$ cat config.mk
export PLATFORM = sky130hd
export DESIGN_NAME = frac_divider_hs
export DESIGN_NICKNAME = d
export VERILOG_FILES = /design/src/rtl/frac_divider_hs.sv
export SDC_FILE = /design/constraint.sdc
export NUM_CORES = 1
export LEC_CHECK = 0
export ABC_AREA = 1
export CAP_MARGIN = 5
export CORE_AREA = 3 3 123 148
export CTS_CLUSTER_DIAMETER = 60
export CTS_CLUSTER_SIZE = 20
export DETAILED_ROUTE_END_ITERATION = 8
export DIE_AREA = 0 0 126 151
export GPL_ROUTABILITY_DRIVEN = 0
export PLACE_DENSITY = 0.82
export SLEW_MARGIN = 20
export SYNTH_ARGS = -nofsm -noshare
export SYNTH_HDL_FRONTEND = slang
export SYNTH_SLANG_ARGS = --single-unit
$ cat constraint.sdc
create_clock -name CLK -period 5.6 [get_ports CLK]
set_input_delay 1.68 -clock CLK [delete_from_list [all_inputs] [get_ports CLK]]
set_output_delay 1.68 -clock CLK [all_outputs]
set_load 0.01 [all_outputs]
$ cat src/rtl/frac_divider_hs.sv
// Multi-cycle signed-by-unsigned fractional divider (restoring, radix 2^BITS_PER_CYCLE)
// with valid/ready handshake, optional rounding, symmetric saturation and tag pass-through.
module frac_divider_hs #(
  parameter int OPERAND_BITS   = 30,
  parameter int RESULT_BITS    = 25,
  parameter int BITS_PER_CYCLE = 1,
  parameter int ROUND          = 0,
  parameter int TAG_BITS       = 4
) (
  input  logic                    CLK,
  input  logic                    RESET,
  input  logic                    CE,
  input  logic                    IN_VALID,
  output logic                    IN_READY,
  input  logic [OPERAND_BITS-1:0] A_IN,
  input  logic [OPERAND_BITS-1:0] B_IN,
  input  logic [TAG_BITS-1:0]     TAG_IN,
  output logic                    OUT_VALID,
  input  logic                    OUT_READY,
  output logic [RESULT_BITS-1:0]  Q_OUT,
  output logic [TAG_BITS-1:0]     TAG_OUT,
  output logic                    OVF,
  output logic                    DIVZ
);

  localparam int M  = RESULT_BITS - 1 + ROUND;
  localparam int N  = (M + BITS_PER_CYCLE - 1) / BITS_PER_CYCLE;
  localparam int K  = N * BITS_PER_CYCLE;
  localparam int CW = $clog2(N + 1);
  localparam int RW = OPERAND_BITS + 1;
  localparam int MW = RESULT_BITS + 1;

  typedef enum logic [1:0] {
    S_IDLE = 2'd0,
    S_RUN  = 2'd1,
    S_DONE = 2'd2
  } state_t;

  state_t                  state_r;
  logic [RW-1:0]           rem_r;
  logic [OPERAND_BITS-1:0] div_r;
  logic [K-1:0]            quo_r;
  logic [CW-1:0]           cnt_r;
  logic [TAG_BITS-1:0]     tag_r;
  logic                    neg_r;
  logic                    zero_r;
  logic                    ovf_r;
  logic                    divz_r;

  logic [OPERAND_BITS-1:0] a_abs_s;
  logic                    pre_sat_s;
  logic [RW-1:0]           rem_s;
  logic [K-1:0]            quo_s;
  logic [K-1:0]            qm_s;
  logic [MW-1:0]           mag_s;
  logic                    rovf_s;
  logic [RESULT_BITS-1:0]  sat_s;
  logic [RESULT_BITS-1:0]  q_s;
  logic                    ovf_s;

  assign IN_READY = CE & (state_r == S_IDLE);
  assign sat_s    = {1'b0, {(RESULT_BITS-1){1'b1}}};

  // Operand magnitude and early overflow / divide-by-zero detection at accept time
  always_comb begin
    if (A_IN[OPERAND_BITS-1]) begin
      a_abs_s = ~A_IN + {{(OPERAND_BITS-1){1'b0}}, 1'b1};
    end else begin
      a_abs_s = A_IN;
    end
    pre_sat_s = (B_IN == {OPERAND_BITS{1'b0}}) || (a_abs_s >= B_IN);
  end

  // One radix-2^BITS_PER_CYCLE restoring step plus final rounding and saturation
  always_comb begin
    rem_s = rem_r;
    quo_s = quo_r;
    for (int i = 0; i < BITS_PER_CYCLE; i++) begin
      rem_s = {rem_s[RW-2:0], 1'b0};
      if (rem_s >= {1'b0, div_r}) begin
        rem_s = rem_s - {1'b0, div_r};
        quo_s = {quo_s[K-2:0], 1'b1};
      end else begin
        quo_s = {quo_s[K-2:0], 1'b0};
      end
    end
    // Drop the surplus low bits produced when K exceeds the magnitude width
    qm_s = quo_s >> (K - M);
    if (ROUND != 0) begin
      mag_s = MW'(qm_s >> 1) + MW'(qm_s[0]);
    end else begin
      mag_s = MW'(qm_s);
    end
    rovf_s = (mag_s > {1'b0, sat_s});
    if (divz_r) begin
      if (zero_r) begin
        q_s = {RESULT_BITS{1'b0}};
      end else if (neg_r) begin
        q_s = -sat_s;
      end else begin
        q_s = sat_s;
      end
    end else if (ovf_r || rovf_s) begin
      if (neg_r) begin
        q_s = -sat_s;
      end else begin
        q_s = sat_s;
      end
    end else if (neg_r) begin
      q_s = -mag_s[RESULT_BITS-1:0];
    end else begin
      q_s = mag_s[RESULT_BITS-1:0];
    end
    ovf_s = !divz_r && (ovf_r || rovf_s);
  end

  // Handshake FSM, iteration datapath and registered result outputs
  always_ff @(posedge CLK) begin
    if (RESET) begin
      state_r   <= S_IDLE;
      rem_r     <= {RW{1'b0}};
      div_r     <= {OPERAND_BITS{1'b0}};
      quo_r     <= {K{1'b0}};
      cnt_r     <= {CW{1'b0}};
      tag_r     <= {TAG_BITS{1'b0}};
      neg_r     <= 1'b0;
      zero_r    <= 1'b0;
      ovf_r     <= 1'b0;
      divz_r    <= 1'b0;
      OUT_VALID <= 1'b0;
      Q_OUT     <= {RESULT_BITS{1'b0}};
      TAG_OUT   <= {TAG_BITS{1'b0}};
      OVF       <= 1'b0;
      DIVZ      <= 1'b0;
    end else if (CE) begin
      case (state_r)
        S_IDLE: begin
          if (IN_VALID) begin
            // Saturating cases still run N steps from a zero remainder to keep latency fixed
            rem_r   <= pre_sat_s ? {RW{1'b0}} : {1'b0, a_abs_s};
            div_r   <= B_IN;
            quo_r   <= {K{1'b0}};
            cnt_r   <= CW'(N - 1);
            tag_r   <= TAG_IN;
            neg_r   <= A_IN[OPERAND_BITS-1];
            zero_r  <= (A_IN == {OPERAND_BITS{1'b0}});
            divz_r  <= (B_IN == {OPERAND_BITS{1'b0}});
            ovf_r   <= (B_IN != {OPERAND_BITS{1'b0}}) && (a_abs_s >= B_IN);
            state_r <= S_RUN;
          end
        end
        S_RUN: begin
          rem_r <= rem_s;
          quo_r <= quo_s;
          if (cnt_r == {CW{1'b0}}) begin
            Q_OUT     <= q_s;
            TAG_OUT   <= tag_r;
            OVF       <= ovf_s;
            DIVZ      <= divz_r;
            OUT_VALID <= 1'b1;
            state_r   <= S_DONE;
          end else begin
            cnt_r <= cnt_r - CW'(1);
          end
        end
        S_DONE: begin
          if (OUT_READY) begin
            OUT_VALID <= 1'b0;
            state_r   <= S_IDLE;
          end
        end
        default: begin
          OUT_VALID <= 1'b0;
          state_r   <= S_IDLE;
        end
      endcase
    end
  end

endmodule

After elaboration in Yosys (flattened, before gate mapping)
Cells that the tools add are included.

storage, ports and cells
  output and inout port bits = 33
  word-level logic and storage cells = 71
  register bits after elaboration = 130
  bits of input ports = 69

cells by class
  mux-type cells = 23
  add/sub/neg operators = 4
  magnitude comparators = 3
  reduce and logical (&&, ||, !) cells = 17
  equality and inequality tests = 6
  bitwise operators = 3

operators by type and width
  operator                 count
  $mux W25                 5
  $mux W30                 4
  $logic_not A30 Y1        2
  $pmux W30 S2             1
  $pmux W23 S2             1
  $ge A31 B30 Y1           1
  $add A30 B1 Y30 const B  1
  $ge A30 B30 Y1           1
  $not A30 Y30             1
  $reduce_bool A30 Y1      1
  $sub A30 B30 Y30         1
  $neg A24 Y25             1
  $gt A24 B24 Y1 const B   1
  $mux W23                 1
  $reduce_and A4 Y1        3
  $mux W5                  2
  $pmux W5 S2              1
  $reduce_and A3 Y1        3
  $ne A2 B2 Y1 const B     4
  $mux W2                  3
  $pmux W2 S3              1
  $logic_not A5 Y1         1
  $sub A5 B1 Y5 const B    1
  $mux W1                  3
  other kinds (10)         12

Logic depth before layout (Yosys ltp)
Gate-level depths: netlist of the first run.

  depth in word-level cells = 8
  gate-level depth with buffers = 26
  depth with buffers taken out = 24

Worst setup path after synthesis of the first run
Ideal clock, no wire load.

  path kind = input to register
  start = input port A_IN[0]
  end = register rem_r[6]
  setup time = 109 ps
  data required time = 5491 ps
  setup slack = 1133 ps
  path buffers = 2
  arrival time = 4359 ps
  stages = 26
  cell sequence = inv_1 ha_1 nand2_1 nor2_1 nand2_1 nor3_2 nand2_1 o21ai_0 xor2_1 inv_1 ha_1 nand2_1 nor2_1 nand4_1 nor4_2 nand3_1 nand3_1 nor2_1 nand3_1 inv_1 buf_2 buf_6 nand2_1 nand3_1 nand2_1 inv_1

on the way
  longest elaborated chain between the ends = 8

RTL lines
  what                  RTL line  source
  from (decl)           15        input logic [OPERAND_BITS-1:0] A_IN,
  $not A30 Y30          67        a_abs_s = ~A_IN + {{(OPERAND_BITS-1){1'b0}}, 1'b1};
  $add A30 B1 Y30       67
  $mux W30 *            66        if (A_IN[OPERAND_BITS-1]) begin
  $ge A30 B30 Y1        71        pre_sat_s = (B_IN == {OPERAND_BITS{1'b0}}) || (a_abs_s >= B_IN);
  $logic_or A1 B1 Y1    71
  $mux W30 *            140       rem_r <= pre_sat_s ? {RW{1'b0}} : {1'b0, a_abs_s};
  $mux W30 *            138       if (IN_VALID) begin
  $pmux W30 S2 *        136       case (state_r)
  to (signal assigned)  121       rem_r <= {RW{1'b0}};
  to (signal assigned)  140
  to (signal assigned)  153       rem_r <= rem_s;
  to (decl)             40        logic [RW-1:0] rem_r;

Mark *: on every way between the ends. The rest lies on a longest branch, timed or not. The select of a mux whose other input is x is not followed.
A chain may end at the register's enable or synchronous reset.

Worst setup path in the final report of the first run
  start = input port A_IN[0]
  end = register rem_r[1]

Same word-level chain as after synthesis.

==> key figures, run 1 <==
CTS
  • CTS tree: yes
  • Clk sinks: between 100 and 150
  • # H-tree levels: 4
  • Number of hold buffers added after cts: 0
  • Post-CTS sizing: 0
  • Clock Latency Late Sink: 430 ps
  • Post-CTS setup buffer count: 0
  • Cts bufs inserted: 17
  • Clock Path Buffers: 2
  • Clk slew on worst S/H paths: 60 ps
  • CTS Root Cell: clkbuf_16

Floorplanning
  • # IOs: between 100 and 150
  • Die width: between 100 and 150 um
  • Initial Util: between 50 and 60%
  • FP Rows: 52
  • Die H: 151 um
  • Total die area: between 15000 and 20000 sq um
  • Area of the core: around 17000 sq um

Route
  • Final antenna-violating net count: 0
  • WL/cell: approximately 16 um
  • DRC Markers: 0
  • Met3 WL: roughly 1.7 mm
  • Met2 WL: ~15 mm
  • Post-Route WL: 29.4 mm
  • M1 wire length: between 10 and 15 mm
  • Pre-antenna DRT Iters: 6
  • Via density: about 6
  • Starting DRC count in detailed routing: between 1000 and 1500
  • Top Metal Used: met4
  • Total number of vias: between 10000 and 15000

Power and ir drop
  • Largest vdd supply drop: between 0.0002 and 0.00025 V
  • Int Power: 2.19 mW
  • PwrDens: 318 nW/um^2
  • Switching Fraction: between 30% and 40%
  • Clk pwr share: around a third
  • NetSw: 1.42 mW
  • Combinational power share: a little under two fifths
  • Static Leak: roughly 5.2 nW
  • Tot Pwr: around 3.6 mW
  • Sequential cell fraction of total power: between 20 and 30%

Worst setup path
  • WP data arrival: 5260 ps
  • Cell repeated most along the worst path: nand2_1
  • CP Capture Point: rem_r[1]
  • CP Capture Type: register
  • Worst setup SP type: input port
  • R2R Path End: Q_OUT[18]
  • Maximum fanout along the worst path: 29
  • Reg2reg path depth: 22
  • FF-to-FF Start: div_r[2]
  • R2R Setup Slk: about 1400 ps
  • Max stage delay cell, worst path: clkdlybuf4s50_1
  • Worst stage delay on the critical path: approximately 400 ps
  • Critical Path RT: 5930 ps
  • Critical path class: in2reg
  • Start point of the critical path: A_IN[0]

Finish
  • Final instance area: 11400 sq um
  • Proportion of layout cells with a drive suffix above 1: about 5.5%
  • Post-Route Utilization: between 60 and 70%
  • Syn-to-layout area delta: 17.0%
  • Multi-input logic area: approximately 5900 sq um
  • Diodes inserted: 0
  • Reg area: roughly 2600 sq um
  • Layout Nets: 1693
  • Fill cells: approximately 1500

STA
  • Worst slew margin: just under 30%
  • Pins over their slew limit: 0
  • Final setup fails: 0
  • Final Cycle Share: 88.0%
  • Fmax achieved: 203 MHz
  • Worst Tran Pin Value: 1070 ps
  • Endpoints failing hold: 0
  • Sum Neg Setup Slack: 0 ps
  • Clock Skew: between 8 and 9 ps
  • Unrepaired setup endpoints after global routing: no
  • Min Tclk post-route: 4930 ps

Global routing
  • First-pass GRT wire length: between 40 and 50 mm
  • Vias in the first global route: between 10000 and 15000
  • GR Overflow Total: 0
  • Total GRT Usage: roughly 30%
  • Initial antenna violation count: 0
  • Pin count of the biggest net entering global routing: 60

Synth
  • Post-Syn Area per Cell: roughly 6.5 sq um
  • Post-synthesis async set-or-reset flop share: 0%
  • EDFF count, synth: 0
  • Post-Syn Area: around 9700 sq um
  • Post-Synthesis Cells: ~1500
  • Synthesis warning total: 0
  • Flops & latches, synth: 130
  • Syn nets: between 1500 and 2000
  • Sequential area share after synthesis: 26.8%
  • Dominant synthesized flop cell: dfxtp_1
  • Yosys cell types: 49

Status
  • Status: finished, final reports clean

Min path
  • Hold Path Class: reg2reg

Placement
  • DP Area: roughly 11000 sq um
  • Final HPWL DP: about 22 mm
  • Port bufs: 101

Run
  • Max_cap viols: 0
[cells in the mapped netlist, types with 3 or more instances]
master,count,area (sq um)
nor3_2,3,30.0
nor2_2,7,43.8
o21bai_1,8,60.1
o21ai_1,25,125
buf_1,5,18.8
o211ai_1,16,120
nand4_1,22,138
inv_1,216,811
o21ai_0,115,576
xor2_1,34,298
buf_6,5,56.3
nor3_1,17,85.1
a21oi_1,181,906
xnor2_1,13,114
clkinv_1,3,11.3
nor2_1,135,507
buf_2,14,70.1
or2_2,3,18.8
dfxtp_1,130,2600
nand2_1,248,931
nand3_1,96,480
o21a_1,6,45.0
a31oi_1,8,50.1
nand3b_1,4,30.0
clkbuf_1,39,146
ha_1,64,801
nand2_2,7,43.8
a21oi_2,7,61.3
inv_2,5,18.8
nor4_1,12,75.1
a211oi_1,25,188
[power by group through the flow]
stage | Sequential (mW) | Combinational (mW) | Clock (mW)
floorplan | 1.07 | 1.02 | 0
global placement | 1.08 | 1.30 | 0
detailed placement | 1.09 | 1.32 | 0
CTS | 1.07 | 1.34 | 1.18
global route | 1.08 | 1.51 | 1.22
finish | 1.07 | 1.37 | 1.17
[metrics by stage]
step                worst slack (ps)  std cells  hold WS, ps
detailed placement               300       1756          458
global route                     233       1788          505
global placement                 468       1756          447
finish                           671       1788          483
floorplan                       1130       1496          431
CTS                              710       1788          479
[metal layers]
layer  GRT usage, %  vias to the layer above
met4           21.5                        0
met1           33.1                     4779
met2           54.2                      486
met3           4.09                      138
li1               -                     5095
met5              0                        -
[layout make-up]
class	count	share of cell area [%]
clock buffers	17	3.74
clock inverters	15	1.73
inverters	225	7.45
multi-input cells	1074	52.2
flip-flops and latches	130	22.9
well taps	216	2.38
repair buffers	111	9.62
[state kept, by name, indices dropped and copies added (netlist names)]
signal / cells
tag_r: 4
neg_r: 1
OVF: 1
rem_r: 30
OUT_VALID: 1
cnt_r: 5
div_r: 30
zero_r: 1
divz_r: 1
state_r: 2
ovf_r: 1
DIVZ: 1
TAG_OUT: 4
quo_r: 23
Q_OUT: 25
[critical path, delay by kind of cell]
family                   cells  cell delay (ps)
AO/OA/AOI/OAI                1              210
XOR/XNOR                     1              170
adder cells (fa/ha/maj)      2              460
buffers and inverters        6              920
AND/OR/NAND/NOR             16             1770
[worst min path at each step]
stage / start / end / cells after the start
floorplan: cnt_r[0] / cnt_r[0] / 1
global placement: cnt_r[0] / cnt_r[0] / 1
detailed placement: cnt_r[0] / cnt_r[0] / 1
CTS: cnt_r[0] / cnt_r[0] / 1
global route: Q_OUT[24] / Q_OUT[24] / 2
finish: cnt_r[0] / cnt_r[0] / 1
[kinds of logic (layout without fill, tap and decap cells)]
family,Yosys count,in the layout,share of synthesized area (%)
buffers and inverters,292,368,12.3
xor gates and xnor gates,47,47,4.24
adders and majority gates,65,65,8.45
DFF,130,130,26.8
and+or+nand+nor,563,563,25.6
AOI/OAI and AO/OA,399,399,22.6
[layout by cell type, fill, tap and decap left out, types with 7 or more instances in the layout]
cell type | synthesis | final
nor2_2 | 7 | 8
a211oi_1 | 25 | 25
o21ai_1 | 25 | 25
nor4_1 | 12 | 12
ha_1 | 64 | 64
nand2_2 | 7 | 7
nand2_1 | 248 | 248
o21ai_0 | 115 | 115
nor2_1 | 135 | 133
dfxtp_1 | 130 | 130
nand3_1 | 96 | 96
a31oi_1 | 8 | 8
xor2_1 | 34 | 34
inv_1 | 216 | 216
o21bai_1 | 8 | 8
buf_4 | 1 | 9
o211ai_1 | 16 | 16
clkbuf_16 | 0 | 17
clkdlybuf4s50_1 | 0 | 100
nor3_1 | 17 | 17
nand4_1 | 22 | 22
a21oi_1 | 181 | 181
xnor2_1 | 13 | 13
Power figures use the tool's default switching activity.
==> run 2: changes to the inputs <==
--- a/config.mk
+++ b/config.mk
@@ -6,7 +6,7 @@
 export NUM_CORES = 1
 export LEC_CHECK = 0
 export ABC_AREA = 1
-export CAP_MARGIN = 5
+export CAP_MARGIN = 20
 export CORE_AREA = 3 3 123 148
 export CTS_CLUSTER_DIAMETER = 60
 export CTS_CLUSTER_SIZE = 20
==> results of run 2 <==
Same layout as run 1: the final DEF is identical, and so are final timing and power.
==> run 3: changes to the inputs <==
--- a/config.mk
+++ b/config.mk
@@ -6,12 +6,13 @@
 export NUM_CORES = 1
 export LEC_CHECK = 0
 export ABC_AREA = 1
+export ABC_CLOCK_PERIOD_IN_PS = 5600
 export CAP_MARGIN = 20
-export CORE_AREA = 3 3 123 148
+export CORE_AREA = 2 2 122 147
 export CTS_CLUSTER_DIAMETER = 60
 export CTS_CLUSTER_SIZE = 20
 export DETAILED_ROUTE_END_ITERATION = 8
-export DIE_AREA = 0 0 126 151
+export DIE_AREA = 0 0 124 149
 export GPL_ROUTABILITY_DRIVEN = 0
 export PLACE_DENSITY = 0.82
 export SLEW_MARGIN = 20
==> run 3 against run 2 <==
Clock skew fell by 1.8 ps. Clock power fell by 5%. Largest power group unchanged. Combinational power barely moved. Global-route usage rose by 1.6 points. Via count fell by 0.89%. Worst hold slack got worse by 15 ps.
==> key figures, run 3 (synthesis results as in run 1) <==
Min path
  • Hold path cells: 2
  • Hold Path Class: reg2reg
  • HP Start: Q_OUT[24]
  • Hold Path End: Q_OUT[24]

Global routing
  • Pin count of the biggest net entering global routing: 73
  • Total GRT Usage: a little under a third
  • GR Overflow Total: 0
  • Met1 Resource Use GR: a little over a third
  • Grt met3 use: under 10%
  • GR Layer Usage met2: between 50% and 60%
  • First-pass GRT wire length: 46.6 mm
  • Vias in the first global route: approximately 9800
  • Initial antenna violation count: 0
  • GR peak layer: met2

Finish
  • Most frequent cells in the layout: nand2_1, inv_1, a21oi_1
  • Final instance area: roughly 11000 sq um
  • Proportion of layout cells with a drive suffix above 1: around 5.4%
  • Most common cell after layout, fill and taps aside: nand2_1
  • Fill cells: 1565
  • Non-Filler Instances: 1790
  • Diodes inserted: 0
  • Layout Nets: between 1500 and 2000
  • Syn-to-layout area delta: 16.6%
  • Biggest regs: div_r: 30 flops, rem_r: 30 flops, Q_OUT: 25 flops
  • Post-Route Utilization: between 60% and 70%

Run
  • Max_cap viols: 0

Placement
  • Pre-CTS setup slack: 304 ps
  • Port bufs: ~100
  • DP Cell Count: ~1800
  • DP Area: around 11000 sq um
  • Final HPWL DP: between 20 and 25 mm

STA
  • Hold Worst Slack: between 400 and 500 ps
  • Clock Skew: 7.17 ps
  • Worst slew margin: 30.7%
  • Final worst slack: between 600 and 700 ps
  • Final setup fails: 0
  • Min Tclk post-route: 4980 ps
  • Fmax achieved: around 200 MHz
  • Pins over their slew limit: 0
  • Sum Neg Setup Slack: 0 ps
  • Final Cycle Share: just under 90%
  • Worst Tran Pin Value: roughly 1000 ps
  • Endpoints failing hold: 0
  • Unrepaired setup endpoints after global routing: no

Worst setup path
  • Reg2reg path depth: 22
  • R2R Setup Slk: 1510 ps
  • Worst stage delay on the critical path: just under 400 ps
  • Max stage delay cell, worst path: clkdlybuf4s50_1
  • Start point of the critical path: A_IN[0]
  • CP Capture Type: register
  • R2R Path End: Q_OUT[18]
  • WP data arrival: 5330 ps
  • FF-to-FF Start: div_r[2]
  • Crit-path cells: clkdlybuf4s50_1, inv_1, nand4_1, nor3_2, nand3_1, nor2_2, nand2_1, o21ai_1, xor2_1, ha_1, a21oi_1, nor2_1, a211oi_1, nand3_1, nor2_1, nand3_1, inv_1, buf_12, a21oi_1, a21oi_1
  • Critical Path RT: roughly 6000 ps
  • Critical path class: in2reg
  • Maximum fanout along the worst path: 29
  • Worst setup SP type: input port

Power and ir drop
  • PwrDens: about 310 nW/um^2
  • Static Leak: 5.18 nW
  • Largest vdd supply drop: 0.000215 V
  • Tot Pwr: about 3.5 mW

Floorplanning
  • Area of the core: ~17000 sq um
  • Die H: between 100 and 150 um
  • Total die area: between 15000 and 20000 sq um
  • FP Rows: between 50 and 60
  • Die width: ~120 um
  • # IOs: between 100 and 150
  • Initial Util: 56.3%

CTS
  • Clock Latency Late Sink: ~430 ps
  • Clk slew on worst S/H paths: 60 ps
  • Clock Path Buffers: 2
  • CTS tree: yes
  • Post-CTS setup buffer count: 0
  • Clk sinks: 130
  • Post-CTS sizing: 0
  • Number of hold buffers added after cts: 0
  • Cts bufs inserted: 17
  • CTS Root Cell: clkbuf_16
  • # H-tree levels: 4

Route
  • Pre-antenna DRT Iters: 7
  • Via density: a little under 6
  • Final antenna-violating net count: 0
  • Total number of vias: 10405
  • DRC Markers: 0
  • Starting DRC count in detailed routing: between 1000 and 1500
  • Post-Route WL: slightly below 30 mm
  • WL/cell: 16.2 um

Status
  • Status: finished, final reports clean
-- run 3: worst max-delay path by stage --
stage / endpoint / cells after the start
finish: rem_r[22] / 20
detailed placement: rem_r[29] / 22
global route: rem_r[20] / 26
CTS: rem_r[22] / 20
global placement: rem_r[29] / 22
floorplan: rem_r[6] / 26
-- run 3: worst max-delay path: cells and delay by family --
family / cells / cell delay, ps
buffers and inverters: 4 / 850
xor gates and xnor gates: 1 / 330
AOI/OAI and AO/OA: 5 / 930
and+or+nand+nor: 9 / 1190
adders and majority gates: 1 / 330
-- run 3: final cells by class --
cell class	count	area [sq um]	share of cell area, %
clock buffers	19	453	4.00
clock inverters	12	134	1.18
inverters	225	847	7.48
multi-input cells	1074	5930	52.3
flip-flops and latches	130	2600	23.0
well taps	220	275	2.43
repair buffers	110	1090	9.59
-- run 3: power by group --
part | switching (mW) | internal, mW
sequential | 0.0656 | 1.00
combinational | 0.896 | 0.472
clock | 0.434 | 0.676
total | 1.40 | 2.15
-- run 3: layer usage --
layer  share of wire [%]  up-vias
li1                    -     5103
met1                  38     4713
met2                  49      457
met3                 6.0      132
met4                 6.4        0
met5                   0        -
